===== config.mk =====
export PLATFORM = sky130hd
export DESIGN_NAME = multicycle_controller
export DESIGN_NICKNAME = d
export VERILOG_FILES = /design/src/rtl/multicycle_controller.sv
export SDC_FILE = /design/constraint.sdc
export NUM_CORES = 1
export LEC_CHECK = 0
export CAP_MARGIN = 25
export CORE_UTILIZATION = 35
export CTS_CLUSTER_SIZE = 40
export DETAILED_ROUTE_END_ITERATION = 7
export GPL_TIMING_DRIVEN = 0
export PLACE_DENSITY_LB_ADDON = 0.2
export SKIP_CTS_REPAIR_TIMING = 1
export SLEW_MARGIN = 10
export SYNTH_ARGS = -nofsm -noshare
export SYNTH_HDL_FRONTEND = slang
export SYNTH_SLANG_ARGS = --single-unit
export TNS_END_PERCENT = 50

===== constraint.sdc =====
create_clock -name i_clk -period 3.2 [get_ports i_clk]
set_clock_uncertainty 0.05 [all_clocks]
set_input_delay 0.64 -clock i_clk [delete_from_list [all_inputs] [get_ports i_clk]]
set_output_delay 0.64 -clock i_clk [all_outputs]
set_load 0.02 [all_outputs]

===== src/rtl/multicycle_controller.sv =====
// Main control FSM of the multi-cycle RV32I core: sequences fetch/decode/exec/mem/wb,
// arbitrates the single memory port, flags illegal/system opcodes and counts retirements.
module multicycle_controller #(
    parameter bit RESET_HALT = 1'b0
) (
    input  logic        i_clk,
    input  logic        i_rst_n,
    input  logic        i_start,
    input  logic [6:0]  i_opcode,
    input  logic        i_branch_taken,
    input  logic        i_mem_ready,
    output logic        o_mem_req,
    output logic        o_mem_we,
    output logic        o_mem_addr_sel,
    output logic        o_ir_we,
    output logic        o_pc_we,
    output logic [1:0]  o_pc_src,
    output logic        o_rf_we,
    output logic        o_frf_we,
    output logic [1:0]  o_wb_sel,
    output logic        o_alu_a_sel,
    output logic        o_alu_b_sel,
    output logic        o_store_fp,
    output logic        o_halt,
    output logic        o_illegal,
    output logic [2:0]  o_state,
    output logic [31:0] o_instret
);

    localparam int unsigned CNT_W = 32;

    localparam logic [6:0] OPC_OP     = 7'b0110011;
    localparam logic [6:0] OPC_OP_IMM = 7'b0010011;
    localparam logic [6:0] OPC_LUI    = 7'b0110111;
    localparam logic [6:0] OPC_AUIPC  = 7'b0010111;
    localparam logic [6:0] OPC_BRANCH = 7'b1100011;
    localparam logic [6:0] OPC_JAL    = 7'b1101111;
    localparam logic [6:0] OPC_JALR   = 7'b1100111;
    localparam logic [6:0] OPC_LOAD   = 7'b0000011;
    localparam logic [6:0] OPC_STORE  = 7'b0100011;
    localparam logic [6:0] OPC_FLW    = 7'b0000111;
    localparam logic [6:0] OPC_FSW    = 7'b0100111;
    localparam logic [6:0] OPC_FENCE  = 7'b0001111;
    localparam logic [6:0] OPC_SYSTEM = 7'b1110011;

    typedef enum logic [2:0] {
        S_BOOT   = 3'd0,
        S_FETCH  = 3'd1,
        S_DECODE = 3'd2,
        S_EXEC   = 3'd3,
        S_MEM    = 3'd4,
        S_WB     = 3'd5,
        S_HALT   = 3'd6
    } state_t;

    state_t             state;
    state_t             state_nxt;
    logic               retire;
    logic               illegal_set;
    logic               illegal_q;
    logic [CNT_W-1:0]   instret_q;

    // State register
    always_ff @(posedge i_clk or negedge i_rst_n) begin
        if (!i_rst_n) state <= S_BOOT;
        else          state <= state_nxt;
    end

    // Sticky illegal-opcode flag
    always_ff @(posedge i_clk or negedge i_rst_n) begin
        if (!i_rst_n)         illegal_q <= 1'b0;
        else if (illegal_set) illegal_q <= 1'b1;
    end

    // Retired-instruction counter, wraps naturally
    always_ff @(posedge i_clk or negedge i_rst_n) begin
        if (!i_rst_n)    instret_q <= '0;
        else if (retire) instret_q <= instret_q + CNT_W'(1);
    end

    assign o_state   = 3'(state);
    assign o_illegal = illegal_q;
    assign o_instret = instret_q;

    // Next-state and control decode
    always_comb begin
        state_nxt      = state;
        retire         = 1'b0;
        illegal_set    = 1'b0;
        o_mem_req      = 1'b0;
        o_mem_we       = 1'b0;
        o_mem_addr_sel = 1'b0;
        o_ir_we        = 1'b0;
        o_pc_we        = 1'b0;
        o_pc_src       = 2'd0;
        o_rf_we        = 1'b0;
        o_frf_we       = 1'b0;
        o_wb_sel       = 2'd0;
        o_alu_a_sel    = 1'b0;
        o_alu_b_sel    = 1'b0;
        o_store_fp     = 1'b0;
        o_halt         = 1'b0;

        case (state)
            S_BOOT: begin
                if (!RESET_HALT || i_start) state_nxt = S_FETCH;
            end
            S_FETCH: begin
                o_mem_req = 1'b1;
                if (i_mem_ready) begin
                    o_ir_we   = 1'b1;
                    state_nxt = S_DECODE;
                end
            end
            S_DECODE: begin
                case (i_opcode)
                    OPC_OP, OPC_OP_IMM, OPC_LUI, OPC_AUIPC, OPC_BRANCH, OPC_JAL,
                    OPC_JALR, OPC_LOAD, OPC_STORE, OPC_FLW, OPC_FSW, OPC_FENCE:
                        state_nxt = S_EXEC;
                    OPC_SYSTEM:
                        state_nxt = S_HALT;
                    default: begin
                        state_nxt   = S_HALT;
                        illegal_set = 1'b1;
                    end
                endcase
            end
            S_EXEC: begin
                state_nxt = S_FETCH;
                o_pc_we   = 1'b1;
                retire    = 1'b1;
                case (i_opcode)
                    OPC_OP: o_rf_we = 1'b1;
                    OPC_OP_IMM, OPC_LUI: begin
                        o_rf_we     = 1'b1;
                        o_alu_b_sel = 1'b1;
                    end
                    OPC_AUIPC: begin
                        o_rf_we     = 1'b1;
                        o_alu_a_sel = 1'b1;
                        o_alu_b_sel = 1'b1;
                    end
                    OPC_FENCE: ;
                    OPC_BRANCH: o_pc_src = i_branch_taken ? 2'd2 : 2'd0;
                    OPC_JAL: begin
                        o_rf_we  = 1'b1;
                        o_wb_sel = 2'd2;
                        o_pc_src = 2'd2;
                    end
                    OPC_JALR: begin
                        o_rf_we     = 1'b1;
                        o_wb_sel    = 2'd2;
                        o_pc_src    = 2'd1;
                        o_alu_b_sel = 1'b1;
                    end
                    OPC_LOAD, OPC_STORE, OPC_FLW, OPC_FSW: begin
                        o_pc_we     = 1'b0;
                        retire      = 1'b0;
                        o_alu_b_sel = 1'b1;
                        state_nxt   = S_MEM;
                    end
                    default: begin
                        // opcode changed under us after decode: treat as illegal
                        o_pc_we     = 1'b0;
                        retire      = 1'b0;
                        illegal_set = 1'b1;
                        state_nxt   = S_HALT;
                    end
                endcase
            end
            S_MEM: begin
                o_mem_req      = 1'b1;
                o_mem_addr_sel = 1'b1;
                o_alu_b_sel    = 1'b1;
                o_mem_we       = (i_opcode == OPC_STORE) || (i_opcode == OPC_FSW);
                o_store_fp     = (i_opcode == OPC_FSW);
                if (i_mem_ready) begin
                    if (o_mem_we) begin
                        o_pc_we   = 1'b1;
                        retire    = 1'b1;
                        state_nxt = S_FETCH;
                    end else begin
                        state_nxt = S_WB;
                    end
                end
            end
            S_WB: begin
                o_wb_sel  = 2'd1;
                o_pc_we   = 1'b1;
                retire    = 1'b1;
                o_rf_we   = (i_opcode == OPC_LOAD);
                o_frf_we  = (i_opcode == OPC_FLW);
                state_nxt = S_FETCH;
            end
            S_HALT: begin
                o_halt = 1'b1;
            end
            default: state_nxt = S_BOOT;
        endcase
    end

endmodule


==> results of run 1 <==
==> routing by layer <==
layer	routed length (um)	share of wire, %
met3	277	5.8
met2	2182	45
met1	2317	48
met4	24	0.50
met5	0	0
==> worst min-delay path by stage <==
| stage | from | to | slack (ns) |
|---|---|---|---|
| 2_1_floorplan | i_rst_n | o_illegal | 0.29 |
| 3_3_place_gp | o_instret[31] | o_instret[31] | 0.40 |
| 3_5_place_dp | o_illegal | o_illegal | 0.40 |
| 4_1_cts | i_rst_n | o_instret[16] | 0.42 |
| 5_1_grt | i_rst_n | o_instret[13] | 0.45 |
| 6_report | i_rst_n | o_instret[16] | 0.38 |
==> state kept, by name (all words and copies together) (netlist names) <==
signal     flops
o_instret     32
o_state        3
o_illegal      1
==> logic make-up after synthesis <==
kind of cell / Yosys count / share of synthesized area, %
buf+inv: 15 / 3.674
flops: 36 / 44.09
mux: 1 / 0.5511
xor+xnor: 31 / 13.29
compound gates: 20 / 5.818
simple gates: 111 / 31.96
fa+ha+maj: 1 / 0.6123
==> power groups by stage <==
stage                     Clock [uW]  Combinational [uW]  Sequential [uW]
after floorplan                    0                 329              658
after global placement             0                 679              605
after detailed placement           0                 681              605
after CTS                        336                 684              598
after global routing             360                 743              609
final                            328                 684              598
==> layout make-up <==
cell class	instances	area [sq um]
Buffer	9	53.80
Clock buffer	8	90.09
Fill cell	541	2734
Inverter	6	26.28
Multi-Input combinational cell	164	1074
Sequential cell	36	900.9
Tap cell	72	90.09
Timing Repair Buffer	60	605.6
==> cells in the mapped netlist, types with 2 or more instances <==
cell       n  area, sq um
or3b_2     2        17.52
nor2b_1    2        12.51
clkbuf_1   3        11.26
nor3b_1    2        15.01
o31ai_1    2        15.01
dfrtp_1   36        900.9
inv_1      6        22.52
buf_2      2        10.01
nand3_1    9        45.04
or3_1      3        18.77
nand4_1    7        43.79
o21ai_0    4        20.02
nand2_1   20        75.07
a21oi_1    9        45.04
buf_6      2        22.52
nand3b_1   3        22.52
or4_1      2        15.01
or2_2      3        18.77
o41ai_1    2        17.52
nor2_1    12        45.04
nor4_1    14        87.58
nor4b_1    3        26.28
and3_1     5        31.28
xnor2_1    5        43.79
nor3_1    11        55.05
nand2b_1   7        43.79
xor2_1    26        227.7
==> through the flow <==
step / hold slack [ns] / worst slack, ns / TNS [ns]
floorplan: 0.2944 / 0.4598 / 0
global placement: 0.4050 / -0.6776 / -1.710
detailed placement: 0.4009 / -0.6994 / -1.808
CTS: 0.4191 / -0.7014 / -1.788
global route: 0.4464 / -0.009605 / -0.009605
finish: 0.3804 / 0.08343 / 0
==> metrics.md, run 1 <==
| Metric | Value |
|---|---|
| Outcome | `finished, final reports clean` |
| Worst setup path class | `in -> out` |
| Routed length per placed instance | `13.52 um` |
| Critical Path RT | `roughly 2.5 ns` |
| Slowest cell on crit path | `or3b_2` |
| Worst EP arrival | `2.43 ns` |
| Min cycle time layout | `3.117 ns` |
| Largest net degree at the start of global routing | `37` |
| Row cnt | `27` |
| Sw frac | `38.36%` |
| DRC | `0` |
| Later-pin clock latency in the skew report | `0.28 ns` |
| WP depth | `8` |
| Worst-path maximum fanout | `10` |
| Crit. End Element | `primary output` |
| Ports | `63` |
| Grt peak-use layer | `met2` |
| Root Buffer Master | `clkbuf_8` |
| Reg2reg start | `o_state[0]` |
| Yosys reg bits | `36` |
| DR iter-0 viols | `80` |
| Commonest non-fill, non-tap cells in the layout | `clkdlybuf4s50_1, dfrtp_1, xor2_1, nand2_1, nor4_1` |
| Die area | `6147 sq um` |
| Clock share of power | `between 20% and 30%` |
| Initial Util | `36.66%` |
| Finished layout cell area | `2840 sq um` |
| Worst R2R Path Depth | `9` |
| Yosys warning count | `0` |
| Critical path cell sequence | `clkdlybuf4s50_1, or3b_2, a21oi_2, o21bai_1, and3_1, buf_6, clkinvlp_4, buf_2` |
| Leading cell type in the layout, fill and taps excluded | `clkdlybuf4s50_1` |
| PwrDens | `566.9 nW/um^2` |
| First-pass GRT wire length | `7990 um` |
| H-Tree Depth | `2` |
| Area Growth Syn to Fin | `39.01%` |
| Total grt overflow | `0` |
| Maximum VDD drop | `between 0.0004 and 0.0005 V` |
| Bufs and invs on worst path | `4` |
| Post-Synthesis Cell Area | `2043 sq um` |
| Period utilisation layout | `97.39%` |
| DRT Wirelength | `a little under 5000 um` |
| Total track usage | `16.50%` |
| Syn nets | `228` |
| Critical Path Start | `i_opcode[6]` |
| Final antenna-violating net count | `0` |
| Post-synthesis cell count | `about 220` |
| RSZ-0062 raised after global routing | `true` |
| CP Launch Type | `input port` |
| Die Width | `roughly 78 um` |
| Worst-Margin Slew | `0.7800 ns` |
| Reg-to-reg endpoint | `o_instret[23]` |
| # setup viols final | `0` |
| Net Switching | `617.7 uW` |
| Fin util | `50.95%` |
| M3 GR Usage | `4.419%` |
| Number of nets in the layout | `just under 300` |
| Post-Place Cells | `346` |
| Fin cells | `approximately 360` |
| M2 GR Usage | `25.09%` |
| Height of the die | `78.41 um` |
| Hold/Removal Path Class | `in -> async` |
| Comb pwr share | `a little over two fifths` |
| Post-synth top flop | `dfrtp_1` |
| Maxcap violations | `0` |
| Post-DP Area | `2719 sq um` |
| Final GP Congestion | `~0.8` |
| Worst path max stage delay | `0.48 ns` |
| R2R Setup Slk | `0.71 ns` |
| EDFF count, synth | `0` |
| Max Root-Sink Buffers | `2` |
| Delay-heaviest family, CP | `buffers and inverters` |
| Syn avg cell area | `9.503 sq um` |
| Vias in the first global route | `~1,700` |
| Core ar. | `5574 sq um` |
| CTS buffer count | `5` |
| Post-synthesis sequential area ratio | `44.09%` |
| Sequential share of power | `37.1%` |
| Total internal power | `a little under 1000 uW` |
| TritonRoute pass-1 iters | `4` |
| Final HPWL DP | `3531 um` |
| Initial antenna violation count | `0` |
| Routed vias | `1,816` |
| CP endpoint | `o_pc_we` |
| Maximum clock rate | `320.9 MHz` |
| I/O Buffers | `59` |
| Async SR Flop Fraction | `100.0%` |
| Met1 usage in global routing | `a little under a quarter` |
| Power Total | `1610 uW` |
| Netlist cell types | `40` |
| Final hold vios | `0` |
| Diodes inserted | `0` |
| Leak | `0.001110 uW` |
| Layout cells sized above 1 | `approximately a tenth` |
| Clock transition at the registers of the reported paths | `0.07 ns` |
| Post-DR vias/cell | `roughly 5.1` |
| Slew HR | `approximately half` |
| Clock Sinks | `36` |
| CTS tree | `done` |
| Final slew viol count | `0` |
No activity file was read; power rests on OpenSTA's default activity.
==> run 2, diff against run 1 <==
CORE_UTILIZATION = 45   (was 35)
PLACE_DENSITY = 0.86   (was not set)
PLACE_DENSITY_LB_ADDON = not set   (was 0.2)
==> run 2 against run 1 <==
  * Highest routed layer unchanged
  * Combinational power is 0.9% lower
  * Critical endpoint unchanged
  * Critical path type unchanged
  * Power grew 3.7%
  * Clock-buffer cell count is 3 lower
  * Non-clock buffer count is 2 higher
  * Die area down 22%
  * Flip-flop and latch count stayed put
==> metrics.md, run 2 (synthesis gave the netlist of run 1 again) <==
| Metric | Value |
|---|---|
| Outcome | `finished, final reports clean` |
| Worst R2R Path Depth | `9 (unchanged)` |
| Die Width | `69.38 um (-12%)` |
| Slew HR | `47.04% (-0.96 points)` |
| CTS tree | `done` |
| Power Total | `1670 uW (+3.7%)` |
| Die area | `4814 sq um (-22%)` |
| Final antenna-violating net count | `0 (unchanged)` |
| Maximum clock rate | `313.6 MHz (-2.3%)` |
| Later-pin clock latency in the skew report | `0.29 ns (about the same)` |
| Routed length per placed instance | `14.30 um (+5.8%)` |
| Worst-path maximum fanout | `10 (unchanged)` |
| RSZ-0062 raised after global routing | `true` |
| Number of flip-flops in the largest register | `32 (unchanged)` |
| CP Launch Type | `input port` |
| Fin cells | `337 (-5.1%)` |
| Number of nets in the layout | `297 (+0.68%)` |
| Commonest non-fill, non-tap cells in the layout | `clkdlybuf4s50_1, dfrtp_1, xor2_1, nand2_1, nor4_1` |
| Total grt overflow | `0 (unchanged)` |
| Layout cells sized above 1 | `10.88% (+1.3 points)` |
| Fin util | `65.23% (+14 points)` |
| H-Tree Depth | `2 (unchanged)` |
| Worst path max stage delay | `0.46 ns (-0.02 ns)` |
| Post-DR vias/cell | `5.540 (+8.3%)` |
| Post-Place Cells | `326 (-5.8%)` |
| Clock Sinks | `36 (unchanged)` |
| Hold/Removal Path Class | `in -> async` |
| PwrDens | `588.0 nW/um^2 (+3.7%)` |
| Initial Util | `46.93% (+10 points)` |
| Maximum VDD drop | `0.0002599 V (-37%)` |
| Min cycle time layout | `3.189 ns (+0.07247 ns)` |
| Core ar. | `4354 sq um (-22%)` |
| Final slew viol count | `0 (unchanged)` |
| Period utilisation layout | `99.66% (+2.3 points)` |
| Max Root-Sink Buffers | `2 (unchanged)` |
| R2R Setup Slk | `0.67 ns (-0.04 ns)` |
| Leading cell type in the layout, fill and taps excluded | `clkdlybuf4s50_1` |
| Ports | `63 (unchanged)` |
| TritonRoute pass-1 iters | `4 (unchanged)` |
| Vias in the first global route | `1,755 (+6.0%)` |
| Leak | `0.001123 uW (+1.2%)` |
| First-pass GRT wire length | `8176 um (+2.3%)` |
| Setup total negative slack | `0 ns (unchanged)` |
| Slowest cell on crit path | `or3b_2` |
| Largest net degree at the start of global routing | `37 (unchanged)` |
| Final GP Congestion | `0.8124 (+3.1%)` |
| Root Buffer Master | `clkbuf_8` |
| DR iter-0 viols | `128 (+60%)` |
| DRT Wirelength | `4820 um (+0.40%)` |
| Critical Path RT | `2.51 ns (about the same)` |
| Total track usage | `20.97% (+4.5 points)` |
| I/O Buffers | `59 (unchanged)` |
| Worst setup path class | `in -> out` |
| Crit. End Element | `primary output` |
| Area Growth Syn to Fin | `39.01% (unchanged)` |
| Final HPWL DP | `3426 um (-3.0%)` |
| Clock transition at the registers of the reported paths | `0.07 ns (about the same)` |
| Routed vias | `1,867 (+2.8%)` |
| CTS buffer count | `5 (unchanged)` |
| Height of the die | `69.38 um (-12%)` |
| Reg-to-reg endpoint | `o_instret[24]` |
| Row cnt | `24 (-11%)` |
| Initial antenna violation count | `0 (unchanged)` |
| Reg2reg start | `o_state[0]` |
| Critical path cell sequence | `clkdlybuf4s50_1, or3b_2, a21oi_1, o21bai_1, and3_1, buf_6, clkinvlp_4, clkbuf_2` |
| # setup viols final | `0 (unchanged)` |
| Final hold vios | `0 (unchanged)` |
| DRC | `0 (unchanged)` |
| Worst EP arrival | `2.50 ns (+0.07 ns)` |
| Worst-Margin Slew | `0.7944 ns (+0.01447 ns)` |
| Diodes inserted | `0 (unchanged)` |
| # fillers | `352 (-35%)` |
| Maxcap violations | `0 (unchanged)` |
-- run 2: changes by cell type in the layout (fill, tap and decap cells not counted), sizes merged --
cell / change
clkdlybuf4s50: -1
clkinv: +1
bufinv: +1
clkinvlp: +1
-- run 2: how the worst max path moves through the flow --
stage / startpoint / end / slack [ns] / cells after the start
global route: i_opcode[1] / o_pc_we / -0.07 / 9
floorplan: i_opcode[6] / o_rf_we / 0.46 / 3
global placement: i_opcode[3] / o_pc_we / -0.65 / 8
CTS: i_opcode[3] / o_pc_we / -0.66 / 8
finish: i_opcode[6] / o_pc_we / 0.01 / 8
detailed placement: i_opcode[3] / o_pc_we / -0.66 / 8
-- run 2: where the power goes --
part	internal, uW	total (uW)	switching [uW]
Combinational	296	678	381
Sequential	514	596	81.9
Clock	230	396	166
-- run 2: area by class of cell --
| cell class | instances | area (sq um) | area share (%) |
|---|---|---|---|
| plain buffers | 9 | 53.80 | 1.894 |
| clock buffers | 5 | 68.82 | 2.423 |
| clock inverters | 3 | 42.54 | 1.498 |
| inverters | 6 | 26.28 | 0.9251 |
| multi-input cells | 164 | 1067 | 37.58 |
| flip-flops and latches | 36 | 900.9 | 31.72 |
| well taps | 52 | 65.06 | 2.291 |
| repair buffers | 62 | 615.6 | 21.67 |
-- run 2: critical path, delay by kind of cell --
| family | cells | cell delay (ns) |
|---|---|---|
| buffers and inverters | 4 | 0.87 |
| AND/OR/NAND/NOR | 2 | 0.66 |
| AO/OA/AOI/OAI | 2 | 0.34 |
-- run 2: stage by stage --
stage / setup WS, ns / hold WS [ns] / cell area [sq um]
2_1_floorplan: 0.4598 / 0.2944 / 2043
3_3_place_gp: -0.6543 / 0.3981 / 2699
3_5_place_dp: -0.6571 / 0.4047 / 2694
4_1_cts: -0.6619 / 0.3977 / 2805
5_1_grt: -0.06646 / 0.4393 / 2840
6_report: 0.01096 / 0.3769 / 2840
-- run 2: per-layer routing --
metal	GRT usage [%]	vias to the layer above	wire length, um	part of all wire (%)
li1	-	906	-	-
met4	6.576	0	69	1.4
met3	5.523	8	222	4.6
met2	34.52	49	2405	50
met1	26.94	904	2123	44
met5	0	-	0	0
==> run 3, diff against run 2 <==
PLACE_DENSITY = 0.77   (was 0.86)
==> run 3 against run 2 <==
  * Utilization decreased by 0.60 points
  * Critical path depth unchanged
  * Clock power decreased by 18%
  * Highest routed layer unchanged
==> metrics.md, run 3 (synthesis gave the netlist of run 1 again) <==
| Metric | Value |
|---|---|
| Outcome | `finished, final reports clean` |
| Routed vias | `1,836 (-1.7%)` |
| I/O Buffers | `59 (unchanged)` |
| Max Root-Sink Buffers | `2 (unchanged)` |
| Maximum VDD drop | `0.0002964 V (+14%)` |
| Ports | `63 (unchanged)` |
| DRT Wirelength | `4635 um (-3.8%)` |
| Slew HR | `49.10% (+2.1 points)` |
| Hold/Removal Path Class | `in -> async` |
| Setup total negative slack | `0 ns (unchanged)` |
| Leak | `0.001110 uW (-1.1%)` |
| Final hold vios | `0 (unchanged)` |
| Pre-CTS setup slack | `-0.6857 ns (-0.02864 ns)` |
| Worst EP arrival | `2.48 ns (-0.02 ns)` |
| # setup viols final | `0 (unchanged)` |
| Core ar. | `4354 sq um (unchanged)` |
| Setup ws final | `0.02999 ns (+0.01903 ns)` |
| # fillers | `381 (+8.2%)` |
| Maximum clock rate | `315.5 MHz (+0.60%)` |
| Clock transition at the registers of the reported paths | `0.07 ns (about the same)` |
| Root Buffer Master | `clkbuf_8` |
| PwrDens | `568.0 nW/um^2 (-3.4%)` |
| Die Width | `69.38 um (unchanged)` |
| Commonest non-fill, non-tap cells in the layout | `clkdlybuf4s50_1, dfrtp_1, xor2_1, nand2_1, nor4_1` |
| Final antenna-violating net count | `0 (unchanged)` |
| Worst setup path class | `in -> out` |
| Worst-Margin Slew | `0.7635 ns (-0.03098 ns)` |
| CP Launch Type | `input port` |
| Worst R2R Path Depth | `9 (unchanged)` |
| DR iter-0 viols | `140 (+9.4%)` |
| Total grt overflow | `0 (unchanged)` |
| Critical Path RT | `2.51 ns (about the same)` |
| CTS tree | `done` |
| Post-DR vias/cell | `5.481 (-1.1%)` |
| Maxcap violations | `0 (unchanged)` |
| R2R Setup Slk | `0.71 ns (+0.04 ns)` |
| Critical path cell sequence | `clkdlybuf4s50_1, or3b_2, a21oi_1, o21bai_1, and3_1, buf_6, clkinvlp_4, clkbuf_2` |
| Reg2reg start | `o_state[0]` |
| Number of nets in the layout | `295 (-0.67%)` |
| Later-pin clock latency in the skew report | `0.28 ns (about the same)` |
| Initial Util | `46.93% (unchanged)` |
| Height of the die | `69.38 um (unchanged)` |
| Min cycle time layout | `3.170 ns (-0.01903 ns)` |
| Routed length per placed instance | `13.84 um (-3.3%)` |
| First-pass GRT wire length | `8086 um (-1.1%)` |
| Layout cells sized above 1 | `9.541% (-1.3 points)` |
| Worst-path maximum fanout | `10 (unchanged)` |
| Vias in the first global route | `1,709 (-2.6%)` |
| Die area | `4814 sq um (unchanged)` |
| Worst path max stage delay | `0.46 ns (about the same)` |
| Largest net degree at the start of global routing | `37 (unchanged)` |
| Clock Sinks | `36 (unchanged)` |
| CTS buffer count | `5 (unchanged)` |
| Delay-heaviest family, CP | `buffers and inverters` |
| Area Growth Syn to Fin | `37.72%` |
| Bufs and invs on worst path | `4 (unchanged)` |
| H-Tree Depth | `2 (unchanged)` |
| Leading cell type in the layout, fill and taps excluded | `clkdlybuf4s50_1` |
| Reg-to-reg endpoint | `o_instret[28]` |
| TritonRoute pass-1 iters | `4 (unchanged)` |
| Diodes inserted | `0 (unchanged)` |
| FF/Latch Area | `900.9 sq um (unchanged)` |
| Multi-input logic area | `1072 sq um (+0.47%)` |
| Initial antenna violation count | `0 (unchanged)` |
| Number of flip-flops in the largest register | `32 (unchanged)` |
| Final HPWL DP | `3397 um (-0.85%)` |
| Final GP Congestion | `0.8215 (+1.1%)` |
| Final slew viol count | `0 (unchanged)` |
| Power Total | `1598 uW (-4.3%)` |
| Crit. End Element | `primary output` |
| Row cnt | `24 (unchanged)` |
| Slowest cell on crit path | `or3b_2` |
| DRC | `0 (unchanged)` |
| Period utilisation layout | `99.06% (-0.59 points)` |
| RSZ-0062 raised after global routing | `true` |
| Total track usage | `20.58% (-0.39 points)` |
[run 3: cell types whose count changed in the layout (fill, tap and decap cells not counted)]
cell,change
o31ai_1,-1
clkbuf_2,-2
o31ai_2,+1
bufinv_16,-1
buf_4,-2
clkinv_2,-1
clkdlybuf4s50_1,+1
clkbuf_8,+1
clkbuf_1,+2
buf_2,+1
clkinvlp_4,-1
[run 3: layout make-up]
type / count / area share [%]
multi-input cells: 164 / 38.11
well taps: 52 / 2.312
plain buffers: 9 / 1.912
repair buffers: 60 / 21.52
clock buffers: 8 / 3.201
inverters: 6 / 0.9337
flip-flops and latches: 36 / 32.01
[run 3: worst max-delay path by stage]
stage               cells past startpoint       to  slack, ns        start
floorplan                               3  o_rf_we       0.46  i_opcode[6]
global placement                        8  o_pc_we      -0.64  i_opcode[3]
detailed placement                      8  o_pc_we      -0.69  i_opcode[3]
CTS                                     8  o_pc_we      -0.68  i_opcode[3]
global route                            8  o_pc_we      -0.06  i_opcode[6]
finish                                  8  o_pc_we       0.03  i_opcode[6]
[run 3: stage by stage]
step	instances	utilization (%)	cell area, sq um	hold slack (ns)
finish	335	64.63	2814	0.3778
global route	335	64.63	2814	0.4399
CTS	334	63.94	2784	0.4132
detailed placement	326	61.87	2694	0.4111
global placement	326	61.98	2699	0.4062
floorplan	215	-	2043	0.2944
[run 3: power by group]
part	total (uW)	internal (uW)	leakage [uW]	switching, uW
sequential	596	514	0.000369	82.4
combinational	679	299	0.000696	381
clock	323	175	0.0000455	147
total	1600	988	0.00111	610
[run 3: per-layer routing]
layer	up-vias	share of wire (%)	track usage, %
met2	49	47	31.82
met1	869	47	29.83
met3	6	4.5	4.070
met5	-	0	0
met4	0	0.97	4.762
li1	912	-	-
[run 3: worst reg2reg max path: stages (launching register included)]
cell     delay, ns
dfrtp_1       0.38
buf_2         0.18
or3b_2        0.53
nor4_4        0.19
nand2_1       0.08
and3_1        0.18
buf_6         0.14
buf_6         0.14
nor4_1        0.36
xor2_1        0.19
